## src/rtl/toast_divider_if.sv

```systemverilog
// Request/response bundle between the EX stage and the multi-cycle divider.
interface toast_divider_if;
  logic        div_start_i;
  logic [1:0]  div_op_i;
  logic [31:0] div_op1_i;
  logic [31:0] div_op2_i;
  logic        div_flush_i;
  logic [31:0] div_result_o;
  logic        div_busy_o;
  logic        div_done_o;

  // Pipeline side: issues requests and consumes the result.
  modport master (
    output div_start_i, div_op_i, div_op1_i, div_op2_i, div_flush_i,
    input  div_result_o, div_busy_o, div_done_o
  );

  // Divider side.
  modport slave (
    input  div_start_i, div_op_i, div_op1_i, div_op2_i, div_flush_i,
    output div_result_o, div_busy_o, div_done_o
  );
endinterface

```

## src/rtl/toast_divider.sv

```systemverilog
// RV32M DIV/DIVU/REM/REMU unit: radix-2 restoring division, one quotient bit
// per clock, with divide-by-zero and signed-overflow results returned in one cycle.
module toast_divider (
  input  logic                  clk_i,
  input  logic                  reset_i,
  toast_divider_if.slave        bus
);

  typedef enum logic [1:0] {
    ST_IDLE = 2'd0,
    ST_CALC = 2'd1,
    ST_DONE = 2'd2
  } state_e;

  // op encoding: bit 1 selects remainder, bit 0 selects unsigned
  localparam logic [1:0] OP_DIV = 2'b00;
  localparam logic [1:0] OP_REM = 2'b10;

  state_e      state_q, state_d;
  logic [1:0]  op_q, op_d;
  logic        quo_neg_q, quo_neg_d;
  logic        rem_neg_q, rem_neg_d;
  logic [31:0] dsr_q, dsr_d;       // divisor magnitude
  logic [63:0] acc_q, acc_d;       // {remainder, quotient}
  logic [4:0]  cnt_q, cnt_d;
  logic [31:0] result_q, result_d;

  // Decode of the incoming request
  logic        req_signed;
  logic [31:0] op1_mag, op2_mag;
  logic        div_by_zero, sgn_overflow, special;
  logic [31:0] special_res;

  // One iteration of restoring division on the current working register
  logic [32:0] trial;
  logic [63:0] acc_iter;
  logic [31:0] quo_fin, rem_fin, calc_res;

  // Operand decode: magnitudes, sign flags and the single-cycle special results.
  always_comb begin
    req_signed   = ~bus.div_op_i[0];
    op1_mag      = (req_signed && bus.div_op1_i[31]) ? -bus.div_op1_i : bus.div_op1_i;
    op2_mag      = (req_signed && bus.div_op2_i[31]) ? -bus.div_op2_i : bus.div_op2_i;
    div_by_zero  = (bus.div_op2_i == 32'd0);
    sgn_overflow = req_signed && (bus.div_op1_i == 32'h8000_0000) &&
                   (bus.div_op2_i == 32'hFFFF_FFFF);
    special      = div_by_zero || sgn_overflow;
    if (div_by_zero) begin
      special_res = bus.div_op_i[1] ? bus.div_op1_i : 32'hFFFF_FFFF;
    end else begin
      special_res = bus.div_op_i[1] ? 32'd0 : 32'h8000_0000;
    end
  end

  // Datapath step: shift, trial subtract, keep or restore; plus sign correction.
  always_comb begin
    // Shifted remainder needs 33 bits; bit 32 of the difference is the borrow.
    trial = acc_q[63:31] - {1'b0, dsr_q};
    if (!trial[32]) begin
      acc_iter = {trial[31:0], acc_q[30:0], 1'b1};
    end else begin
      acc_iter = {acc_q[62:0], 1'b0};
    end
    quo_fin  = quo_neg_q ? -acc_iter[31:0]  : acc_iter[31:0];
    rem_fin  = rem_neg_q ? -acc_iter[63:32] : acc_iter[63:32];
    calc_res = op_q[1] ? rem_fin : quo_fin;
  end

  // Next-state and register-update logic for the IDLE/CALC/DONE sequencer.
  always_comb begin
    // NOTE: every _d gets a default first so no path leaves it unassigned, which would infer a latch.
    state_d   = state_q;
    op_d      = op_q;
    quo_neg_d = quo_neg_q;
    rem_neg_d = rem_neg_q;
    dsr_d     = dsr_q;
    acc_d     = acc_q;
    cnt_d     = cnt_q;
    result_d  = result_q;

    if (bus.div_flush_i) begin
      // Flush wins over start and completion; the result register is untouched.
      state_d = ST_IDLE;
      acc_d   = 64'd0;
      cnt_d   = 5'd0;
    end else begin
      unique case (state_q)
        ST_IDLE, ST_DONE: begin
          if (bus.div_start_i) begin
            op_d      = bus.div_op_i;
            quo_neg_d = req_signed && (bus.div_op1_i[31] ^ bus.div_op2_i[31]);
            rem_neg_d = req_signed && bus.div_op1_i[31];
            dsr_d     = op2_mag;
            acc_d     = {32'd0, op1_mag};
            cnt_d     = 5'd0;
            if (special) begin
              result_d = special_res;
              state_d  = ST_DONE;
            end else begin
              state_d  = ST_CALC;
            end
          end else begin
            state_d = ST_IDLE;
          end
        end
        ST_CALC: begin
          acc_d = acc_iter;
          cnt_d = cnt_q + 5'd1;
          if (cnt_q == 5'd31) begin
            result_d = calc_res;
            state_d  = ST_DONE;
          end
        end
        default: begin
          state_d = ST_IDLE;
        end
      endcase
    end
  end

  // State and datapath registers with asynchronous reset.
  always_ff @(posedge clk_i or posedge reset_i) begin
    if (reset_i) begin
      state_q   <= ST_IDLE;
      op_q      <= OP_DIV;
      quo_neg_q <= 1'b0;
      rem_neg_q <= 1'b0;
      dsr_q     <= 32'd0;
      acc_q     <= 64'd0;
      cnt_q     <= 5'd0;
      result_q  <= 32'd0;
    end else begin
      // NOTE: non-blocking so every register samples the pre-edge values of the others.
      state_q   <= state_d;
      op_q      <= op_d;
      quo_neg_q <= quo_neg_d;
      rem_neg_q <= rem_neg_d;
      dsr_q     <= dsr_d;
      acc_q     <= acc_d;
      cnt_q     <= cnt_d;
      result_q  <= result_d;
    end
  end

  // Outputs come straight from registers or a state decode.
  assign bus.div_result_o = result_q;
  assign bus.div_busy_o   = (state_q == ST_CALC);
  assign bus.div_done_o   = (state_q == ST_DONE);

  // REM encoding kept visible for readers mapping funct3 to op.
  logic unused_op_rem;
  assign unused_op_rem = (op_q == OP_REM);

endmodule
```

## src/flat_wrapper.sv

```systemverilog
// flat-port wrapper written by rule: the top's interface ports become plain ports
module toast_divider_flat 
  (clk_i, reset_i, bus_div_start_i, bus_div_op_i, bus_div_op1_i, bus_div_op2_i, bus_div_flush_i, bus_div_result_o, bus_div_busy_o, bus_div_done_o);
  toast_divider_if bus_i ();
  input  logic clk_i;
  input  logic reset_i;
  input wire logic [$bits(bus_i.div_start_i)-1:0] bus_div_start_i;
  input wire logic [$bits(bus_i.div_op_i)-1:0] bus_div_op_i;
  input wire logic [$bits(bus_i.div_op1_i)-1:0] bus_div_op1_i;
  input wire logic [$bits(bus_i.div_op2_i)-1:0] bus_div_op2_i;
  input wire logic [$bits(bus_i.div_flush_i)-1:0] bus_div_flush_i;
  output wire logic [$bits(bus_i.div_result_o)-1:0] bus_div_result_o;
  output wire logic [$bits(bus_i.div_busy_o)-1:0] bus_div_busy_o;
  output wire logic [$bits(bus_i.div_done_o)-1:0] bus_div_done_o;
  assign bus_i.div_start_i = bus_div_start_i;
  assign bus_i.div_op_i = bus_div_op_i;
  assign bus_i.div_op1_i = bus_div_op1_i;
  assign bus_i.div_op2_i = bus_div_op2_i;
  assign bus_i.div_flush_i = bus_div_flush_i;
  assign bus_div_result_o = bus_i.div_result_o;
  assign bus_div_busy_o = bus_i.div_busy_o;
  assign bus_div_done_o = bus_i.div_done_o;
  toast_divider u_core (.clk_i(clk_i), .reset_i(reset_i), .bus(bus_i));
endmodule
```

## config.mk

```make
export PLATFORM = sky130hd
export DESIGN_NAME = toast_divider_flat
export DESIGN_NICKNAME = d
export VERILOG_FILES = /design/src/rtl/toast_divider_if.sv /design/src/rtl/toast_divider.sv /design/src/flat_wrapper.sv
export SDC_FILE = /design/constraint.sdc
export NUM_CORES = 1
export LEC_CHECK = 0
export CAP_MARGIN = 15
export CORE_MARGIN = 4
export CORE_UTILIZATION = 35
export CTS_CLUSTER_SIZE = 28
export DETAILED_ROUTE_END_ITERATION = 10
export PLACE_DENSITY = 0.62
export SLEW_MARGIN = 30
export SYNTH_ARGS = -nofsm -noshare
export SYNTH_HDL_FRONTEND = slang
export SYNTH_SLANG_ARGS = --single-unit
```

## constraint.sdc

```tcl
create_clock -name clk_i -period 5.1 [get_ports clk_i]
set_clock_uncertainty 0.2 [all_clocks]
set_input_delay 0.51 -clock clk_i [delete_from_list [all_inputs] [get_ports clk_i]]
set_output_delay 0.51 -clock clk_i [all_outputs]
set_load 0.1 [all_outputs]
```

### Word level (Yosys, flattened, before mapping)

Cells that the tools add are included.

* bits in registers: 139
* bits in latches: 0
* bits in writable memories: 0
* ROM bits: 0
* input bits: 70
* logic and storage cells: 65
* memories: 0

* add/sub/neg operators: 6
* $mul: 0
* divide/modulo/power cells: 0
* magnitude comparators: 0
* equality and inequality tests: 10
* shift-type cells: 0
* mux-type cells: 24
* bitwise gates (word level): 3
* reductions and logical operators: 14

Operator list (number)
* $mux 32: 11
* $mux 64: 3
* $neg 32->32: 4
* $pmux 64 s2: 1
* $eq 32x32->1 const B: 2
* $pmux 32 s2: 1
* $sub 33x32->33: 1
* $logic_not 32->1: 1
* $mux 5: 2
* $pmux 5 s2: 1
* $mux 2: 4
* $add 5x1->5 const B: 1
* $eq 5x5->1 const B: 1
* $logic_and 1x1->1: 5
* $reduce_and 5->1: 1
* $ne 2x1->1 const B: 2
* $pmux 2 s2: 1
* $ne 3x2->1 const B: 1
* $ne 3x3->1 const B: 1
* $reduce_and 3->1: 1
* $reduce_bool 3->1: 1
* $eq 2x1->1 const B: 1
* $eq 2x2->1 const B: 1
* $logic_not 2->1: 1
* other kinds (7): 8

### Depth between registers and ports, before layout

* word-level depth: 8
* depth in mapped cells: 24
* gate-level depth less buffers: 21

### Worst setup path after synthesis

Ideal clock, no wire load.

* kind: flip-flop to flip-flop
* from: register u_core.acc_q[31]
* to: register u_core.result_q[26], in the netlist u_core.bus.div_result_o[26]
* arrival time: 5.128 ns
* required time: 4.772 ns
* path slack: -0.356 ns
* cell stages (with the launch flop): 25
* path through: dfrtp_1 -> inv_1 -> ha_1 -> fa_1 -> nand2b_1 -> a21boi_4 -> o21ai_1 -> a211oi_1 -> o41ai_1 -> o21a_1 -> inv_1 -> buf_2 -> buf_6 -> buf_2 -> ha_1 -> nand3_1 -> or2_2 -> or4_1 -> or2_2 -> or4_1 -> o41ai_1 -> xor2_1 -> o221ai_1 -> o21ai_0 -> o21ai_1

* cells in the longest elaborated chain, start to end: 7
* elaborated cells on any way between the ends: 9
* those cells by class: add/sub: 3; mux: 6

Ends and longest elaborated chain
* start: declaration: line toast_divider.sv:24 `logic [63:0] acc_q, acc_d;`
* start signal: assignment: line toast_divider.sv:129 `acc_q <= 64'd0;`
* start signal: assignment: line toast_divider.sv:139 `acc_q <= acc_d;`
* $sub 33x32->33: line toast_divider.sv:58 `trial = acc_q[63:31] - {1'b0, dsr_q};`
* $mux 64 *: line toast_divider.sv:59 `if (!trial[32]) begin`
* $neg 32->32, on equally long branches: line toast_divider.sv:64, toast_divider.sv:65
* $mux 32, on equally long branches: line toast_divider.sv:64, toast_divider.sv:65
* $mux 32 *: line toast_divider.sv:66 `calc_res = op_q[1] ? rem_fin : quo_fin;`
* $mux 32 *: line toast_divider.sv:109 `if (cnt_q == 5'd31) begin`
* $pmux 32 s2 *: line toast_divider.sv:87 `unique case (state_q)`
* end signal: assignment: line toast_divider.sv:141 `result_q <= result_d;`
* end: declaration: line toast_divider.sv:26 `logic [31:0] result_q, result_d;`

Every way passes the cells marked *; elsewhere a longest branch is shown, timed or not. The select of a mux whose other input is x is not followed.
A chain may end at the register's enable or synchronous reset.

### Worst setup path in the final report

* from: register u_core.dsr_q[25]
* to: register u_core.result_q[26], in the netlist u_core.bus.div_result_o[26]

* cells in the longest elaborated chain, start to end: 7
* elaborated cells on any way between the ends: 9
* those cells by class: add/sub: 3; mux: 6

Ends and longest elaborated chain
* start: declaration: line toast_divider.sv:23 `logic [31:0] dsr_q, dsr_d;`
* start signal: assignment: line toast_divider.sv:138 `dsr_q <= dsr_d;`
* $sub 33x32->33 *: line toast_divider.sv:58
* $mux 64 *: line toast_divider.sv:59
* $neg 32->32, on equally long branches: line toast_divider.sv:64, toast_divider.sv:65
* $mux 32, on equally long branches: line toast_divider.sv:64, toast_divider.sv:65
* $mux 32 *: line toast_divider.sv:66
* $mux 32 *: line toast_divider.sv:109
* $pmux 32 s2 *: line toast_divider.sv:87

Marks and branches as above.

==> results.ini <==
[cts]
hold_buffers=0
clk_pin_slew_ps=70
clk_latency_ps=440
cts_max_level=4
cts_buffers=17
cts_sinks=138
clockBufferDepth=2
cts_tree=done
ctsRootBufferMaster=clkbuf_16

[place]
place_area_um2=13900
finalWeightedCongestion=0.961
port_buffers=103
hpwl_um=31100

[timing]
period_needed_ps=4960
finalSetupViolCount=0
finalCritPeriodShare=0.973
rsz0062_at_grt=yes
relSlewSlack=0.320
maxSlewViolCount=0
timing.fmax_mhz=202
hold_viol_final=0
worst_pin_slew_ps=1020

[finish]
final_cell_area_um2=14500
nNetsFinal=1778
antennaDiodeCount=0
fill_cells=3407
drive_above_1_share=0.101
synthToLayoutAreaGrowth_pct=20.4

[grt]
grt.total_usage=0.209
grt.overflow.total=0
antenna_found_initial=1
grt_max_degree=71
grt_first_pass_wirelength_um=64300
grt_pass1_vias=11673

[synth]
synth_ff_type=dfrtp_1
synth_compound_area_frac=0.267
synth_mux_area_frac=0.0305
ys_types=86
synth_edf_count=0
ys_seq_area_frac=0.286
synth_nets=1683
netlist_area_um2=12100
synthXorXnorAreaFrac=0.0914
avgSynthCellArea_um2=7.68
synth_async_sr_flop_share=1.00
yosysWarnings=0
synthSimpleGateAreaFrac=0.229
synth_top_family_by_area=compound AO/OA/AOI/OAI gates
synth_cells=1573
synth_fa_ha_area_frac=0.0421
synth-seq-cells=138

[route]
met2_length_um=19800
vias_per_cell=5.65
first_iter_violations=1078
post_drt_wl_per_cell_um=19.1
wl_met1_um=18000
top_layer=met4
drc=0
totalWireLength_um=40600
wl_met3_um=1530
drt_pass1_iterations=6
antenna_left=0
vias=12021

[floorplan]
dieArea_um2=37500
die_x_um=194
design.core.area_um2=33800
core.rowCount=67
chipHeight_um=194
ios=104
start_util=0.357

[setup_path]
cp-end-kind=flip-flop
crit_arrival_ps=5080
startpoint_type=flip-flop
worstSetupPathType=flip-flop to flip-flop
cp_max_fo=4
worstPathRequired_ps=5220

[run_status]
status=finished, final reports clean

[job]
drv_cap=0

[pwr]
p_total_mw=3.90
ir_drop_v=0.000235
powerDensity_nw_per_um2=269
p_leak_nw=5.81

[hold_path]
min_path_type=flip-flop to flip-flop

cell type report:
type / instances / area [um^2] / area share
Multi-Input combinational cell: 1275 / 8130 / 0.559
Sequential cell: 138 / 3450 / 0.238
Timing Repair Buffer: 172 / 1550 / 0.107
Tap cell: 448 / 561 / 0.0386
Clock buffer: 19 / 453 / 0.0312
Inverter: 64 / 248 / 0.0170
Clock inverter: 13 / 141 / 0.00973
cell usage after synthesis, types with 14 or more instances:
library cell	number	area [um^2]
ha_1	39	488
nor4_1	20	125
xnor2_1	79	692
a211oi_1	32	240
mux2i_1	30	300
nand3_1	29	145
o211ai_1	26	195
or4_1	14	105
a31oi_1	23	144
xor2_1	47	412
and3_1	18	113
nor3_1	34	170
nand4_1	15	93.8
nand2b_1	18	113
buf_2	19	95.1
dfrtp_1	138	3450
o21ai_0	170	851
clkbuf_1	66	248
inv_1	64	240
a21oi_1	115	576
o31ai_1	23	173
or3_1	25	156
nand2_1	167	627
nor2_1	163	612
metal layers:
metal,up-vias,global-route usage
met5,-,0
met4,0,0.0703
met3,58,0.0205
met2,314,0.359
met1,5748,0.275
li1,5901,-
final timing paths:
check	endpoint	cells after the start	slack, ps	from
setup / recovery	u_core.bus.div_result_o[26]	20	140	u_core.dsr_q[25]
max in group asynchronous	u_core.dsr_q[21]	3	3350	reset_i
setup reg to reg	u_core.bus.div_result_o[26]	20	140	u_core.dsr_q[25]
hold / removal	u_core.dsr_q[22]	2	280	u_core.dsr_q[22]
min in group asynchronous	u_core.cnt_q[3]	2	370	reset_i
hold reg to reg	u_core.dsr_q[22]	2	280	u_core.dsr_q[22]
flip-flops by register name, summed over array words and instances, names as in the netlist:
name	cells
u_core.quo_neg_q	1
u_core.state_q	2
u_core.dsr_q	32
u_core.acc_q	64
u_core.bus.div_result_o	32
u_core.cnt_q	5
u_core.rem_neg_q	1
u_core.op_q	1
metrics by stage:
stage / util / worst slack [ps] / TNS [ps] / cells / hold WS [ps]
after global routing: 0.430 / -55.0 / -65.4 / 2129 / 301
after floorplan: - / 22.1 / 0 / 1573 / 250
after global placement: 0.410 / 99.5 / 0 / 2096 / 269
after detailed placement: 0.410 / 42.0 / 0 / 2096 / 270
final: 0.430 / 139 / 0 / 2129 / 279
after CTS: 0.428 / 12.2 / 0 / 2128 / 284
where the power goes:
group          switching, mW  internal [mW]
Clock                  0.540          0.750
Sequential            0.0911           1.18
Combinational          0.833          0.506
cell families (layout without fill, tap and decap cells):
logic type	after synthesis	in the layout
muxes	36	36
buffers and inverters	160	268
adders and majority gates	40	40
AOI/OAI and AO/OA	508	508
DFF	138	138
xor gates and xnor gates	126	126
and+or+nand+nor	565	565
worst max-delay path, stage by stage (launching register included):
cell	delay, ps
dfrtp_1	400
inv_2	70
ha_4	190
a211o_1	280
a211o_1	290
o211ai_1	100
a21oi_2	130
or3_4	410
o21a_4	220
inv_4	70
ha_4	140
nand3_1	90
or2_4	260
or4_4	430
or2_4	270
or4_4	540
o41ai_4	230
xor2_1	190
o221ai_1	150
o21ai_1	110
o21ai_1	70
timing repair:
action                                 4_1_cts  5_1_grt
endpoints found under the hold margin        0        0
gates resized for setup                      0       17
setup buffers                                0        1
setup endpoints to repair                    0        9
cells in the final DEF (no fill, tap or decap), types with 7 or more instances in the layout:
master / count
nor4_1: 20
o31a_1: 7
a311oi_1: 10
nand4_1: 15
or4_1: 12
clkbuf_16: 17
dfrtp_1: 137
a31oi_1: 23
o211ai_1: 26
buf_4: 69
inv_1: 60
xor2_1: 47
o31ai_1: 22
nor3_1: 33
a211oi_1: 31
nand2b_1: 15
o21ai_1: 10
nand3_1: 29
and2_1: 10
ha_1: 36
o21ai_0: 168
a22o_1: 7
or2_2: 8
and3_1: 18
clkdlybuf4s50_1: 103
mux2i_1: 30
a21oi_1: 113
xnor2_1: 79
or3_1: 24
a21o_1: 8
nor2b_1: 8
nand2_1: 167
nor2_1: 161
o21a_1: 7
Note: power is estimated with default switching activity, not from simulation.
